$ cat config.mk
export PLATFORM = sky130hd
export DESIGN_NAME = key_event_arbiter
export DESIGN_NICKNAME = d
export VERILOG_FILES = /design/src/rtl/key_pkg.sv /design/src/rtl/key_press_timer.sv /design/src/rtl/key_event_arbiter.sv
export SDC_FILE = /design/constraint.sdc
export NUM_CORES = 1
export LEC_CHECK = 0
export BUFFER_PORTS_ARGS = -buffer_cell sky130_fd_sc_hd__buf_4
export CAP_MARGIN = 20
export CORE_MARGIN = 2
export CORE_UTILIZATION = 48
export DETAILED_ROUTE_END_ITERATION = 10
export PLACE_DENSITY = 0.61
export SETUP_SLACK_MARGIN = 0.1
export SYNTH_ARGS = -nofsm -noshare
export SYNTH_HDL_FRONTEND = slang
export SYNTH_SLANG_ARGS = --single-unit
$ cat constraint.sdc
create_clock -name CLK -period 4.4 [get_ports CLK]
set_clock_uncertainty 0.1 [all_clocks]
set_input_delay 0.44 -clock CLK [delete_from_list [all_inputs] [get_ports CLK]]
set_output_delay 0.44 -clock CLK [all_outputs]
set_load 0.005 [all_outputs]
$ cat src/rtl/key_pkg.sv
// Shared types and defaults for the key event arbiter and its per-key timers.
package key_pkg;

  localparam int unsigned N_KEYS_DEF   = 4;
  localparam int unsigned LONG_CNT_DEF = 50_000_000;

  typedef enum logic [1:0] {
    KEY_IDLE   = 2'd0,
    KEY_TIMING = 2'd1,
    KEY_HELD   = 2'd2
  } key_state_e;

  // Event record; key is sized for the largest supported bank (16 keys).
  typedef struct packed {
    logic [3:0] key;
    logic       is_long;
  } key_evt_t;

endpackage

$ cat src/rtl/key_press_timer.sv
// One key channel: input register, press FSM, hold counter and one-entry pending slot.
module key_press_timer
  import key_pkg::*;
#(
  parameter int unsigned LONG_CNT = LONG_CNT_DEF,
  parameter int unsigned CNT_W    = 26
) (
  input  logic clk_i,
  input  logic rst_ni,
  input  logic key_i,
  input  logic clr_i,
  output logic pend_o,
  output logic pend_long_o,
  output logic drop_o
);

  // Compared against the pre-edge count, so the long event posts on the edge the count reaches LONG_CNT-1.
  localparam logic [CNT_W-1:0] LAST = CNT_W'(LONG_CNT - 2);

  key_state_e       state_q, state_d;
  logic [CNT_W-1:0] cnt_q, cnt_d;
  logic             key_q;
  logic             pend_q, pend_d;
  logic             pend_long_q, pend_long_d;
  logic             post, post_long;

  always_comb begin
    state_d   = state_q;
    cnt_d     = cnt_q;
    post      = 1'b0;
    post_long = 1'b0;
    case (state_q)
      KEY_IDLE: begin
        cnt_d = '0;
        if (key_q && !key_i) state_d = KEY_TIMING;
      end
      KEY_TIMING: begin
        cnt_d = cnt_q + 1'b1;
        if (cnt_q == LAST) begin
          post      = 1'b1;
          post_long = 1'b1;
          if (key_i) begin
            state_d = KEY_IDLE;
            cnt_d   = '0;
          end else begin
            state_d = KEY_HELD;
          end
        end else if (key_i) begin
          post    = 1'b1;
          state_d = KEY_IDLE;
          cnt_d   = '0;
        end
      end
      KEY_HELD: begin
        if (key_i) begin
          state_d = KEY_IDLE;
          cnt_d   = '0;
        end
      end
      default: begin
        state_d = KEY_IDLE;
        cnt_d   = '0;
      end
    endcase
  end

  // Arbiter clear is applied before the new post, so clear+post refills without a drop.
  always_comb begin
    pend_d      = pend_q & ~clr_i;
    pend_long_d = pend_long_q;
    drop_o      = 1'b0;
    if (post) begin
      if (pend_d) begin
        drop_o = 1'b1;
      end else begin
        pend_d      = 1'b1;
        pend_long_d = post_long;
      end
    end
  end

  always_ff @(posedge clk_i or negedge rst_ni) begin
    if (!rst_ni) begin
      state_q     <= KEY_IDLE;
      cnt_q       <= '0;
      key_q       <= 1'b1;
      pend_q      <= 1'b0;
      pend_long_q <= 1'b0;
    end else begin
      state_q     <= state_d;
      cnt_q       <= cnt_d;
      key_q       <= key_i;
      pend_q      <= pend_d;
      pend_long_q <= pend_long_d;
    end
  end

  assign pend_o      = pend_q;
  assign pend_long_o = pend_long_q;

endmodule

$ cat src/rtl/key_event_arbiter.sv
// Key bank front end: per-key press timers feeding a round-robin arbiter and a valid/ready event register.
module key_event_arbiter
  import key_pkg::*;
#(
  parameter int unsigned N_KEYS   = N_KEYS_DEF,
  parameter int unsigned LONG_CNT = LONG_CNT_DEF,
  parameter int unsigned CNT_W    = 26,
  parameter int unsigned KEY_W    = 2
) (
  input  logic              CLK,
  input  logic              RSTn,
  input  logic [N_KEYS-1:0] Key_In,
  output logic              Evt_Valid,
  input  logic              Evt_Ready,
  output logic [KEY_W-1:0]  Evt_Key,
  output logic              Evt_Long,
  output logic              Evt_Overrun,
  input  logic              Ovr_Clr
);

  localparam logic [KEY_W:0] NK = (KEY_W + 1)'(N_KEYS);

  logic [N_KEYS-1:0] pend, pend_long, drop, clr;

  for (genvar g = 0; g < N_KEYS; g++) begin : g_key
    key_press_timer #(
      .LONG_CNT (LONG_CNT),
      .CNT_W    (CNT_W)
    ) u_timer (
      .clk_i       (CLK),
      .rst_ni      (RSTn),
      .key_i       (Key_In[g]),
      .clr_i       (clr[g]),
      .pend_o      (pend[g]),
      .pend_long_o (pend_long[g]),
      .drop_o      (drop[g])
    );
  end

  logic             valid_q, valid_d;
  logic [KEY_W-1:0] evt_key_q, evt_key_d;
  logic             evt_long_q, evt_long_d;
  logic             ovr_q, ovr_d;
  logic [KEY_W-1:0] rr_q, rr_d;

  logic [N_KEYS-1:0] rot;
  logic              found;
  logic [KEY_W-1:0]  off, grant;
  logic [KEY_W:0]    sum, nxt;

  // Rotate pending so bit 0 is rr_ptr; the first set bit is the offset of the grant.
  always_comb begin
    rot   = N_KEYS'({pend, pend} >> rr_q);
    found = 1'b0;
    off   = '0;
    for (int unsigned j = 0; j < N_KEYS; j++) begin
      if (!found && rot[j]) begin
        found = 1'b1;
        off   = KEY_W'(j);
      end
    end
    sum = {1'b0, rr_q} + {1'b0, off};
    if (sum >= NK) sum = sum - NK;
    grant = sum[KEY_W-1:0];
    nxt   = {1'b0, grant} + 1'b1;
  end

  always_comb begin
    valid_d    = valid_q;
    evt_key_d  = evt_key_q;
    evt_long_d = evt_long_q;
    rr_d       = rr_q;
    clr        = '0;
    if (!valid_q || Evt_Ready) begin
      valid_d = found;
      if (found) begin
        evt_key_d   = grant;
        evt_long_d  = pend_long[grant];
        clr[grant]  = 1'b1;
        rr_d        = (nxt == NK) ? '0 : nxt[KEY_W-1:0];
      end
    end
    ovr_d = (ovr_q & ~Ovr_Clr) | (|drop);
  end

  always_ff @(posedge CLK or negedge RSTn) begin
    if (!RSTn) begin
      valid_q    <= 1'b0;
      evt_key_q  <= '0;
      evt_long_q <= 1'b0;
      ovr_q      <= 1'b0;
      rr_q       <= '0;
    end else begin
      valid_q    <= valid_d;
      evt_key_q  <= evt_key_d;
      evt_long_q <= evt_long_d;
      ovr_q      <= ovr_d;
      rr_q       <= rr_d;
    end
  end

  assign Evt_Valid   = valid_q;
  assign Evt_Key     = evt_key_q;
  assign Evt_Long    = evt_long_q;
  assign Evt_Overrun = ovr_q;

endmodule

# After elaboration in Yosys (flattened, before gate mapping)
# Index checks and enable logic that the tools add are counted.
op_classes:
  addsub: 7
  order_cmp: 3
  eq_ne: 21
  shift: 1
  muxes: 79
  bitwise_logic: 15
  reduce_logical: 27
ops:
  columns: ["cell", "count"]
  rows:
  - ["26-bit 2-to-1 mux", 8]
  - ["26-bit case mux with 2 select lines", 4]
  - ["26-bit by 1-bit adder with 26-bit output, second input constant", 4]
  - ["26-bit equality test, second input constant", 4]
  - ["2-bit 2-to-1 mux", 20]
  - ["1-bit 2-to-1 mux", 39]
  - ["2-bit case mux with 3 select lines", 4]
  - ["2-bit AND reduction", 5]
  - ["1-bit NOT", 9]
  - ["2-bit by 1-bit equality test with 1-bit output, second input constant", 4]
  - ["2-bit equality test, second input constant", 4]
  - ["1-bit logical AND", 8]
  - ["1-bit logical NOT", 8]
  - ["2-bit logical NOT", 4]
  - ["4-bit 2-to-1 mux", 2]
  - ["2-bit by 1-bit inequality test with 1-bit output, second input constant", 4]
  - ["2-bit inequality test, second input constant", 4]
  - ["8-bit by 2-bit right shift with 4-bit output", 1]
  - ["1-bit AND", 5]
  - ["4-bit OR reduction", 1]
  - ["2-bit by 1-bit adder with 3-bit output, second input constant", 1]
  - ["2-bit by 2-bit adder with 3-bit output", 1]
  - ["3-bit equality test, second input constant", 1]
  - ["3-bit >= comparator, second input constant", 1]
  - ["7 further kinds", 7]
word_totals:
  reg_bits: 131
  inputBits: 8
  output_inout_bits: 5
  elab_cells: 178

# Logic depth before layout (Yosys ltp)
# Gate-level depths: netlist (run 1).
logic_depth:
  ltp_word: 26
  depth_mapped: 14
  mapped_depth_nobuf: 14

# Modules after synthesis
# A second synthesis (run 1) with hierarchy kept.
hier_totals:
  hier_cells: 892
  area_unflattened_um2: 7962.6
modules_own_cells:
  columns: ["module", "n_inst", "cells_each", "area_each_um2", "seq_area_each_um2"]
  rows:
  - ["key_press_timer (g_key[0].u_timer ...)", 3, 208, 1878.1, 777.0]
  - ["key_press_timer (g_key[3].u_timer)", 1, 199, 1771.7, 777.0]
  - ["key_event_arbiter", 1, 69, 556.8, 175.2]

# Worst setup path before layout (run 1)
# OpenSTA, ideal clock, no wires.
synth_path:
  path_kind: "register to register"
  start: "reg rr_q[0]"
  end: "reg g_key[3].u_timer.pend_long_q"
  setup_ns: 0.121
  t_arrival_ns: 2.392
  t_required_ns: 4.179
  slack_ns: 1.787
  stages_incl_launch_ff: 14
  path_buffers: 1
  period_less_slack_ns: 2.613
  path_cell_list: "dfrtp_1 -> buf_2 -> nand2_1 -> o22ai_1 -> o21ai_0 -> o221ai_1 -> ha_1 -> xnor2_2 -> nand3_4 -> nor2b_4 -> ha_1 -> a21boi_0 -> nor2b_1 -> a22o_1"
synth_between:
  elab_chain_len: 24
  word_cells_on_any_way: 29
  classes_between: "2 x add/sub; 3 x order compare; 1 x shift; 12 x mux; 3 x bitwise; 8 x reduce/logical"
synth_lines:
  columns: ["item", "line", "text"]
  rows:
  - ["start: declaration", "key_event_arbiter.sv:44", "logic [KEY_W-1:0] rr_q, rr_d;"]
  - ["start signal: assignment", "key_event_arbiter.sv:98", "rr_q <= rr_d;"]
  - ["8-bit by 2-bit right shift with 4-bit output", "key_event_arbiter.sv:53", "rot = N_KEYS'({pend, pend} >> rr_q);"]
  - ["1-bit 2-to-1 mux", "key_event_arbiter.sv:57", "if (!found && rot[j]) begin"]
  - ["1-bit logical NOT", "key_event_arbiter.sv:57", null]
  - ["1-bit logical AND", "key_event_arbiter.sv:57", null]
  - ["1-bit 2-to-1 mux", "key_event_arbiter.sv:57", null]
  - ["1-bit logical NOT", "key_event_arbiter.sv:57", null]
  - ["1-bit logical AND", "key_event_arbiter.sv:57", null]
  - ["1-bit 2-to-1 mux", "key_event_arbiter.sv:57", null]
  - ["[... 8 more ...]", null, null]
  - ["1-bit 2-to-1 mux (not written as such)", "key_event_arbiter.sv:79", "clr[grant] = 1'b1;"]
  - ["1-bit demux with 2-bit select", "key_event_arbiter.sv:79", null]
  - ["4-bit 2-to-1 mux *", "key_event_arbiter.sv:76", "if (found) begin"]
  - ["4-bit 2-to-1 mux *", "key_event_arbiter.sv:74", "if (!valid_q || Evt_Ready) begin"]
  - ["1-bit NOT *", "key_press_timer.sv:69", "pend_d = pend_q & ~clr_i;"]
  - ["1-bit AND *", "key_press_timer.sv:69", null]
  - ["1-bit NOT (no source line) *", null, null]
  - ["2-bit AND reduction (no source line) *", null, null]
  - ["end signal: assignment", "key_press_timer.sv:94", "pend_long_q <= pend_long_d;"]
  - ["end: declaration", "key_press_timer.sv:24", "logic pend_long_q, pend_long_d;"]
# Mark *: on every way between the ends. The rest lies on a longest branch, timed or not.
# A chain may end at the register's enable or synchronous reset.

# Worst setup path after layout (run 1)
layout_path:
  start: "reg rr_q[0]"
  end: "reg ovr_q, in the netlist Evt_Overrun"
layout_between:
  elab_chain_len: 26
  word_cells_on_any_way: 43
  classes_between: "2 x add/sub; 3 x order compare; 1 x shift; 20 x mux; 9 x bitwise; 8 x reduce/logical"
layout_lines:
  columns: ["item", "line", "text"]
  rows:
  - ["8-bit by 2-bit right shift with 4-bit output", "key_event_arbiter.sv:53", null]
  - ["1-bit 2-to-1 mux", "key_event_arbiter.sv:57", null]
  - ["1-bit logical NOT", "key_event_arbiter.sv:57", null]
  - ["1-bit logical AND", "key_event_arbiter.sv:57", null]
  - ["1-bit 2-to-1 mux", "key_event_arbiter.sv:57", null]
  - ["1-bit logical NOT", "key_event_arbiter.sv:57", null]
  - ["1-bit logical AND", "key_event_arbiter.sv:57", null]
  - ["1-bit 2-to-1 mux", "key_event_arbiter.sv:57", null]
  - ["[... 11 more ...]", null, null]
  - ["4-bit 2-to-1 mux *", "key_event_arbiter.sv:74", null]
  - ["1-bit NOT", "key_press_timer.sv:69", null]
  - ["1-bit AND", "key_press_timer.sv:69", null]
  - ["1-bit 2-to-1 mux", "key_press_timer.sv:73", "if (pend_d) begin"]
  - ["1-bit 2-to-1 mux", "key_press_timer.sv:72", "if (post) begin"]
  - ["4-bit OR reduction *", "key_event_arbiter.sv:83", "ovr_d = (ovr_q & ~Ovr_Clr) | (|drop);"]
  - ["1-bit OR *", "key_event_arbiter.sv:83", null]
  - ["via ovr_d", "key_event_arbiter.sv:43", "logic ovr_q, ovr_d;"]
  - ["end signal: assignment", "key_event_arbiter.sv:97", "ovr_q <= ovr_d;"]
  - ["end: declaration", "key_event_arbiter.sv:43", null]
# The timed path passes the listed nets; every way through them passes the cells marked *.

==> impl_metrics.yaml, run 1 <==
outcome:
  status: "complete, no violations"
synthesis:
  yosysUniqueCellTypes: 70
  synth_most_common_cell: "dfrtp_1"
  synth.avg_cell_area_um2: 8.74
  synth_area_leaders: "dfrtp_1 44%, o21ai_0 8.6%, nand4_1 4.5%, nand2_1 3.7%, o21ai_1 3.2%"
  synth_warnings: 0
  synth_commonest_cells: "127 x dfrtp_1, 125 x o21ai_0, 71 x nand2_1"
  synth_seq_cells: 131
  synth_ff_type: "dfrtp_1"
  yosysTopAreaCell: "dfrtp_1"
  mappedNetlistNets: 850
  syn_inst: 832
  synth_top_cell_area_share: 0.437
  synth_seq_area_share: 0.451
  synth-edff-count: 0
  synth_async_sr_flop_share: 1.00
  syn-cell-area_um2: 7280
sta:
  hold_violations: 0
  fin_setup_tns_ns: 0
  worstMarginPinSlew_ns: 1.09
  fmaxAchievable_mhz: 333
  post-route-min-period_ns: 3.01
  slew_viol_final: 0
  rsz0062_at_grt: "no"
  slew_headroom: 0.274
  finalSetupViolations: 0
  period_share: 0.683
final_layout:
  drive_gt1_frac: 0.0908
  post-route-cell-area_um2: 8060
  diodes: 0
  nets: 842
  synthToLayoutAreaGrowth_pct: 10.8
  multi_input_area_um2: 3760
  regArea_um2: 3280
  fillers: 1314
clocking:
  cts_buffers: 17
  htreeDepth: 4
  path_clk_slew_ns: 0.06
  postCtsSetupRepairBufs: 0
  cts_sinks: 131
  hold_buffers: 0
  clockBufferDepth: 2
  cts_root_buf: "clkbuf_16"
  cts_tree: "built"
  cts-resized-gates: 0
  clk_latency_ns: 0.42
floorplanning:
  initial_core_util: 0.497
  core_um2: 14600
  pin_count: 13
  die_w_um: 127
  die_area_um2: 16200
  die_h_um: 127
  num_rows: 44
setup_path:
  arrival_ns: 3.18
  crit_path_max_fanout: 11
  crit_required_ns: 4.58
  end_kind: "flip-flop"
  r2r_cells: 13
  worstSetupPathType: "reg2reg"
  cp-start-kind: "flip-flop"
global_routing:
  grt_pass1_vias: 6073
  grt_max_degree: 107
  grt-ovfl-total: 0
  grt_pass1_wl_um: 28200
  track_usage: 0.211
  antenna_found_initial: 0
placed_design:
  dpl_cell_area_um2: 7490
  io_buffers: 12
  dpl.hpwl_um: 10600
  gp_congestion: 0.784
run:
  maxCapViolCount: 0
detailed_routing:
  drt_iter0_markers: 470
  post-route-drc-count: 0
  drt-vias-per-instance: 6.22
  vias: 6353
  drt_wl_total_um: 16200
  wire_per_inst_um: 15.9
  route.antenna.remaining_nets: 0
  drtPass1Iterations: 4
pwr:
  ir_worst_vdd_mv: 0.281
  leakage_uw: 0.00340
  pwr_density_cell_nw_per_um2: 416
hold_path:
  hold_path.class: "in2async"
[per-stage QoR]
stage                     hold slack, ns  setup slack (ns)  total power [µW]  cells   util
after floorplan                   0.0444              1.79              1840    832      -
after global placement             0.346              1.56              1970    989  0.511
after detailed placement           0.364              1.43              1990    989  0.511
after CTS                         0.0439              1.40              3380   1021  0.551
after global routing              0.0379              1.14              3520   1021  0.551
final                             0.0481              1.39              3350   1021  0.551
[cells by family after synthesis]
kind of cell	Yosys count	share of synthesized area
flip-flops	131	0.451
AND/OR/NAND/NOR	334	0.259
multiplexers	4	0.00722
XOR/XNOR	3	0.00464
buffers and inverters	62	0.0341
AO/OA/AOI/OAI	288	0.226
adder cells (fa/ha/maj)	10	0.0172
[routing by layer]
layer / wire length [µm] / track usage / vias up
met5: 0 / 0 / -
met1: 7310 / 0.274 / 3102
li1: - / - / 3085
met2: 7970 / 0.349 / 141
met4: 254 / 0.0666 / 0
met3: 686 / 0.0553 / 25
[cell type report]
class	count	area share
Clock buffer	22	0.0576
Clock inverter	10	0.0137
Inverter	15	0.00698
Multi-Input combinational cell	639	0.467
Sequential cell	131	0.407
Tap cell	184	0.0286
Timing Repair Buffer	20	0.0191
[path summary, 6_finish.rpt]
path | startpoint | to | slack (ns)
setup reg to reg | rr_q[0]$_DFFE_PN0P_ | Evt_Overrun$_DFF_PN0_ | 1.39
hold reg to reg | g_key[0].u_timer.cnt_q[25]$_DFFE_PN0P_ | g_key[0].u_timer.cnt_q[25]$_DFFE_PN0P_ | 0.38
hold / removal | RSTn | g_key[2].u_timer.cnt_q[6]$_DFFE_PN0P_ | 0.05
setup / recovery | rr_q[0]$_DFFE_PN0P_ | Evt_Overrun$_DFF_PN0_ | 1.39
max in group asynchronous | RSTn | g_key[2].u_timer.key_q$_DFF_PN1_ | 3.19
min in group CLK | Key_In[0] | g_key[0].u_timer.key_q$_DFF_PN1_ | 0.06
[placed cells by master (no fill, tap or decap), drive strengths merged, types with 10 or more instances in the layout]
cell type / netlist / final
nand3: 27 / 27
nand2b: 12 / 12
o21ai: 172 / 172
nor2: 61 / 61
clkbuf: 35 / 22
a21oi: 39 / 39
a31oi: 35 / 35
ha: 10 / 10
dfrtp: 127 / 127
nand4: 53 / 53
buf: 12 / 20
inv: 15 / 15
and3: 24 / 24
nor3: 13 / 13
nand2: 71 / 71
[critical path, cell delays in order (launching register included)]
cell      delay, ns
dfrtp_1        0.49
nand2_1        0.18
o22ai_1        0.09
o21ai_0        0.19
o221ai_1       0.16
ha_1           0.26
xnor2_2        0.28
a21oi_2        0.09
nor2b_4        0.16
ha_1           0.15
a21boi_0       0.12
o211a_1        0.16
a311oi_1       0.26
o221ai_1       0.17
[sequential cells by signal, indices dropped and copies added, names as in the netlist]
name and flops:
Evt_Long 1, Evt_Valid 1, Evt_Overrun 1, g_key.u_timer.cnt_q 104, Evt_Key 2, g_key.u_timer.state_q 8
rr_q 2, g_key.u_timer.key_q 4, g_key.u_timer.pend_long_o 4, g_key.u_timer.pend_o 4
[power by group]
| part | internal [µW] | switching [µW] | total [µW] |
|---|---|---|---|
| combinational | 283 | 335 | 618 |
| clock | 858 | 518 | 1380 |
| sequential | 1270 | 92.6 | 1360 |
| total | 2410 | 945 | 3350 |
Note: power is estimated with default switching activity, not from simulation.
==> run 2, diff against run 1 <==
--- a/config.mk
+++ b/config.mk
@@ -10,7 +10,7 @@
 export CORE_MARGIN = 2
 export CORE_UTILIZATION = 48
 export DETAILED_ROUTE_END_ITERATION = 10
-export PLACE_DENSITY = 0.61
+export PLACE_DENSITY = 0.63
 export SETUP_SLACK_MARGIN = 0.1
 export SYNTH_ARGS = -nofsm -noshare
 export SYNTH_HDL_FRONTEND = slang
==> constraint.sdc (replaced) <==
create_clock -name CLK -period 2.55 [get_ports CLK]
set_clock_uncertainty 0.1 [all_clocks]
set_input_delay 0.255 -clock CLK [delete_from_list [all_inputs] [get_ports CLK]]
set_output_delay 0.255 -clock CLK [all_outputs]
set_load 0.005 [all_outputs]
==> run 2 against run 1 <==
Effect of this change: the flow now finishes with violations (setup timing); critical path type unchanged; power increased by 100%; worst hold slack improved by 0.11 ns; non-clock buffer count increased by 52; highest routed layer unchanged; critical endpoint is now g_key[1].u_timer.pend_long_o$_DFFE_PN0P_; largest cell class unchanged; via count increased by 4.0%; first-iteration DRC count increased by 32%; clock power increased by 78%; worst setup slack got worse by 1.4 ns; sequential share of layout area decreased by 2.5 points; fmax increased by 17%; register-to-register slack got worse by 1.4 ns; utilization increased by 3.7 points; wire length increased by 6.7%.
==> impl_metrics.yaml, run 2 (synthesis results as in run 1) <==
outcome:
  status: "complete, but fails checks"
  violations: "setup timing"
global_routing:
  antenna_found_initial: 0
  grt_pass1_wl_um: 29700
  grt_max_degree: 55
  use_met3: 0.0494
  track_usage: 0.223
  grt_pass1_vias: 6350
  use_met1: 0.280
  use_met2: 0.385
  grt-ovfl-total: 0
  grt.busiest_layer: "met2"
setup_path:
  end_kind: "flip-flop"
  crit_path_max_fanout: 5
  r2r_slack_ns: -0.03
  crit_required_ns: 2.76
  reg2reg_to: "g_key[1].u_timer.pend_long_o$_DFFE_PN0P_"
  arrival_ns: 2.79
  cp-start-kind: "flip-flop"
  r2r_cells: 14
  worstSetupPathType: "reg2reg"
  r2r_start: "g_key[0].u_timer.pend_o$_DFF_PN0_"
  cp-startpoint: "g_key[0].u_timer.pend_o$_DFF_PN0_"
detailed_routing:
  wire_per_inst_um: 16.1
  drt_iter0_markers: 621
  drt-vias-per-instance: 6.16
  post-route-drc-count: 0
  drt_wl_total_um: 17300
  drtPass1Iterations: 5
  vias: 6609
  route.antenna.remaining_nets: 0
pwr:
  ir_worst_vdd_mv: 0.667
  pwr_density_cell_nw_per_um2: 789
  p_total_uw: 6790
  leakage_uw: 0.00367
placed_design:
  io_buffers: 12
  dpl_cell_area_um2: 7680
  gp_congestion: 0.797
  dpl.hpwl_um: 11100
  place_inst: 1011
sta:
  finalSetupViolations: 2
  post-route-min-period_ns: 2.58
  slew_viol_final: 0
  period_share: 1.01
  slew_headroom: 0.392
  rsz0062_at_grt: "yes"
  hold_violations: 0
  worstMarginPinSlew_ns: 0.909
  fin_ws_ns: -0.0274
  fmaxAchievable_mhz: 388
hold_path:
  hold_path.class: "in2reg"
  min_to: "Evt_Valid$_DFFE_PN0P_"
  hold_depth: 3
  hp-start: "Evt_Ready"
floorplanning:
  die_h_um: 127
  pin_count: 13
  core_um2: 14600
  die_area_um2: 16200
  initial_core_util: 0.497
  die_w_um: 127
  num_rows: 44
clocking:
  cts_buffers: 17
  path_clk_slew_ns: 0.06
  cts_sinks: 131
  htreeDepth: 4
  cts_root_buf: "clkbuf_16"
  cts_tree: "built"
  clk_latency_ns: 0.42
  clockBufferDepth: 2
final_layout:
  final_common_cell: "o21ai_0"
  finalNonFillerCells: 1073
  reg.largest.list: "g_key.u_timer.cnt_q: 104 flops, g_key.u_timer.state_q: 8 flops"
  diodes: 0
  nets: 894
  largest_reg_flops: 104
  synthToLayoutAreaGrowth_pct: 18.3
  post-route-cell-area_um2: 8610
  layout_common_cells: "124 x o21ai_0, 122 x dfrtp_1, 69 x nand2_1"
  top_register: "g_key.u_timer.cnt_q"
  final_core_utilization: 0.588
  drive_gt1_frac: 0.164
run:
  maxCapViolCount: 0
## run 2: per-layer routing
metal,vias to the layer above,part of all wire
li1,3196,-
met1,3258,0.45
met2,130,0.50
met3,25,0.034
met4,0,0.015
met5,-,0
## run 2: timing repair
action                                 4_1_cts  5_1_grt
gates resized for setup                     13        9
pin swaps                                   15        7
hold buffers                                 5        0
endpoints found under the hold margin       63        0
setup buffers                               21        4
setup endpoints to repair                    5       15
## run 2: worst max-delay path by stage
| stage | endpoint | slack [ns] |
|---|---|---|
| detailed placement | Evt_Overrun$_DFF_PN0_ | -0.14 |
| global route | Evt_Overrun$_DFF_PN0_ | -0.14 |
| floorplan | Evt_Overrun$_DFF_PN0_ | 0.1 |
| global placement | Evt_Overrun$_DFF_PN0_ | -0.05 |
| CTS | Evt_Overrun$_DFF_PN0_ | -0.02 |
| finish | g_key[1].u_timer.pend_long_o$_DFFE_PN0P_ | -0.03 |
## run 2: layout make-up
type	instances	area (µm²)
inverters	15	56.3
flip-flops and latches	131	3290
repair buffers	72	569
clock inverters	13	150
well taps	184	230
fillers	1278	6030
multi-input cells	639	3860
clock buffers	19	453
## run 2: critical path, cell delays in order (launching register included)
cell and delay, ns:
dfrtp_2 0.42, inv_2 0.07, nand2_2 0.08, o22ai_1 0.07
o21ai_1 0.15, o221ai_2 0.14, ha_4 0.21, xnor2_4 0.17
buf_4 0.14, buf_4 0.12, buf_4 0.13, a211oi_2 0.19
nand3b_1 0.21, a31oi_1 0.10, a31o_1 0.18
## run 2: where the power goes
part	switching [µW]	internal (µW)	leakage [µW]
clock network	960	1500	0.000279
registers	135	2190	0.00178
logic	908	1100	0.00161
## run 2: metrics by stage
step	setup TNS [ns]	hold WS [ns]	setup WS, ns
6_report	-0.0524	0.160	-0.0274
5_1_grt	-0.460	0.176	-0.144
4_1_cts	-0.0233	0.162	-0.0233
3_5_place_dp	-0.222	0.158	-0.140
3_3_place_gp	-0.0451	0.148	-0.0451
2_1_floorplan	0	-0.141	0.0977
==> run 3, diff against run 2 <==
--- a/config.mk
+++ b/config.mk
@@ -11,7 +11,9 @@
 export CORE_UTILIZATION = 48
 export DETAILED_ROUTE_END_ITERATION = 10
 export PLACE_DENSITY = 0.63
+export RECOVER_POWER = 25
 export SETUP_SLACK_MARGIN = 0.1
+export SKIP_LAST_GASP = 1
 export SYNTH_ARGS = -nofsm -noshare
 export SYNTH_HDL_FRONTEND = slang
 export SYNTH_SLANG_ARGS = --single-unit
==> run 3 against run 2 <==
Effect of this change: utilization shrank 0.25 points; via count increased by 0.23%; worst setup slack got worse by 0.0018 ns; largest power group unchanged; the flow still finishes with violations (setup timing); wire length about the same; critical path depth unchanged; register-to-register slack barely moved; count of clock-buffer cells in the layout is the same; combinational power about the same; flip-flop and latch count stayed put; clock power about the same; die area did not move.
==> impl_metrics.yaml, run 3 (synthesis results as in run 1) <==
floorplanning:
  core_um2: 14600
  initial_core_util: 0.497
  pin_count: 13
  die_area_um2: 16200
  num_rows: 44
  die_w_um: 127
  die_h_um: 127
placed_design:
  dpl_cell_area_um2: 7680
  io_buffers: 12
  dp_slack_ns: -0.140
  gp_congestion: 0.797
  dpl.hpwl_um: 11100
detailed_routing:
  top_layer: "met4"
  wl_met3_um: 585
  wire_per_inst_um: 16.1
  drt_iter0_markers: 551
  vias: 6624
  wl_met1_um: 7820
  drt_wl_total_um: 17300
  post-route-drc-count: 0
  route.antenna.remaining_nets: 0
  drtPass1Iterations: 5
  wl_met2_um: 8650
  drt-vias-per-instance: 6.17
final_layout:
  drive_gt1_frac: 0.160
  top_register: "g_key.u_timer.cnt_q"
  nets: 894
  final_core_utilization: 0.586
  final_common_cell: "o21ai_0"
  fillers: 1285
  synthToLayoutAreaGrowth_pct: 17.9
  layout_common_cells: "124 x o21ai_0, 122 x dfrtp_1, 69 x nand2_1"
  reg.largest.list: "g_key.u_timer.cnt_q: 104 flops, g_key.u_timer.state_q: 8 flops"
  post-route-cell-area_um2: 8570
  diodes: 0
  largest_reg_flops: 104
sta:
  fin_ws_ns: -0.0292
  slew_viol_final: 0
  finalSetupViolations: 2
  rsz0062_at_grt: "yes"
  period_share: 1.01
  whs_ns: 0.159
  fmaxAchievable_mhz: 388
  slew_headroom: 0.0903
  post-route-min-period_ns: 2.58
  worstMarginPinSlew_ns: 1.36
  hold_violations: 0
clocking:
  cts_sinks: 131
  clockBufferDepth: 2
  path_clk_slew_ns: 0.06
  clk_latency_ns: 0.42
  cts_tree: "built"
  cts_buffers: 17
  cts_root_buf: "clkbuf_16"
  htreeDepth: 4
global_routing:
  antenna_found_initial: 0
  grt-ovfl-total: 0
  grt_pass1_wl_um: 29700
  grt_max_degree: 55
  track_usage: 0.223
  grt_pass1_vias: 6350
pwr:
  leakage_uw: 0.00365
  pwr_density_cell_nw_per_um2: 791
  ir_worst_vdd_mv: 0.667
setup_path:
  end_kind: "flip-flop"
  worstSetupPathType: "reg2reg"
  crit_path_max_fanout: 5
  crit_required_ns: 2.76
  cp-start-kind: "flip-flop"
  arrival_ns: 2.79
outcome:
  status: "complete, but fails checks"
  violations: "setup timing"
hold_path:
  hold_path.class: "in2reg"
run:
  maxCapViolCount: 0
## run 3: cell count changes in the layout (fill, tap and decap cells not counted), sizes merged
cell and delta:
clkbuf +7, buf -7
## run 3: path summary, 6_finish.rpt
check,from,end,slack [ns],cells after the start
min in group asynchronous,RSTn,g_key[2].u_timer.cnt_q[10]$_DFFE_PN0P_,0.59,2
min reg2reg,g_key[3].u_timer.cnt_q[25]$_DFFE_PN0P_,g_key[3].u_timer.cnt_q[25]$_DFFE_PN0P_,0.37,1
max reg2reg,g_key[0].u_timer.pend_o$_DFF_PN0_,g_key[1].u_timer.pend_long_o$_DFFE_PN0P_,-0.03,14
min,Evt_Ready,Evt_Valid$_DFFE_PN0P_,0.16,3
max,g_key[0].u_timer.pend_o$_DFF_PN0_,g_key[1].u_timer.pend_long_o$_DFFE_PN0P_,-0.03,14
max in group asynchronous,RSTn,rr_q[0]$_DFFE_PN0P_,0.30,3
## run 3: layout make-up
type	count	area, µm²	share of cell area
Timing Repair Buffer	72	533	0.0622
Multi-Input combinational cell	639	3860	0.450
Tap cell	184	230	0.0268
Sequential cell	131	3290	0.384
Clock inverter	13	150	0.0175
Inverter	15	56.3	0.00657
Clock buffer	19	453	0.0528
## run 3: timing repair
action | 4_1_cts | 5_1_grt
resized for setup | 13 | 9
buffers inserted | 21 | 4
hold buffers | 5 | 0
gates cloned | 0 | 0
hold endpoints to repair | 63 | 0
setup endpoints to repair | 5 | 15
pin swaps | 15 | 7
## run 3: through the flow
stage | power, µW | TNS, ns | std cells
4_1_cts | 6610 | -0.0233 | 1069
2_1_floorplan | 3240 | 0 | 832
6_report | 6780 | -0.0434 | 1073
3_3_place_gp | 3660 | -0.0451 | 1011
3_5_place_dp | 3720 | -0.222 | 1011
5_1_grt | 7120 | -2.28 | 1073
## run 3: per-layer routing
metal | global-route usage | up-vias
li1 | - | 3197
met1 | 0.280 | 3265
met2 | 0.385 | 137
met3 | 0.0494 | 25
met4 | 0.0692 | 0
met5 | 0 | -
## run 3: critical path: stages, from the launching register on
cell and delay (ns):
dfrtp_2 0.42, inv_2 0.07, nand2_2 0.08, o22ai_1 0.07, o21ai_1 0.15, o221ai_2 0.14, ha_4 0.21, xnor2_4 0.17
buf_4 0.14, buf_4 0.12, buf_4 0.13, a211oi_2 0.19, nand3b_1 0.21, a31oi_1 0.10, a31o_1 0.19
## run 3: report_power, final
group          switching [µW]  internal [µW]
Sequential                136           2190
Combinational             905           1090
Clock                     956           1500
Total                    2000           4790
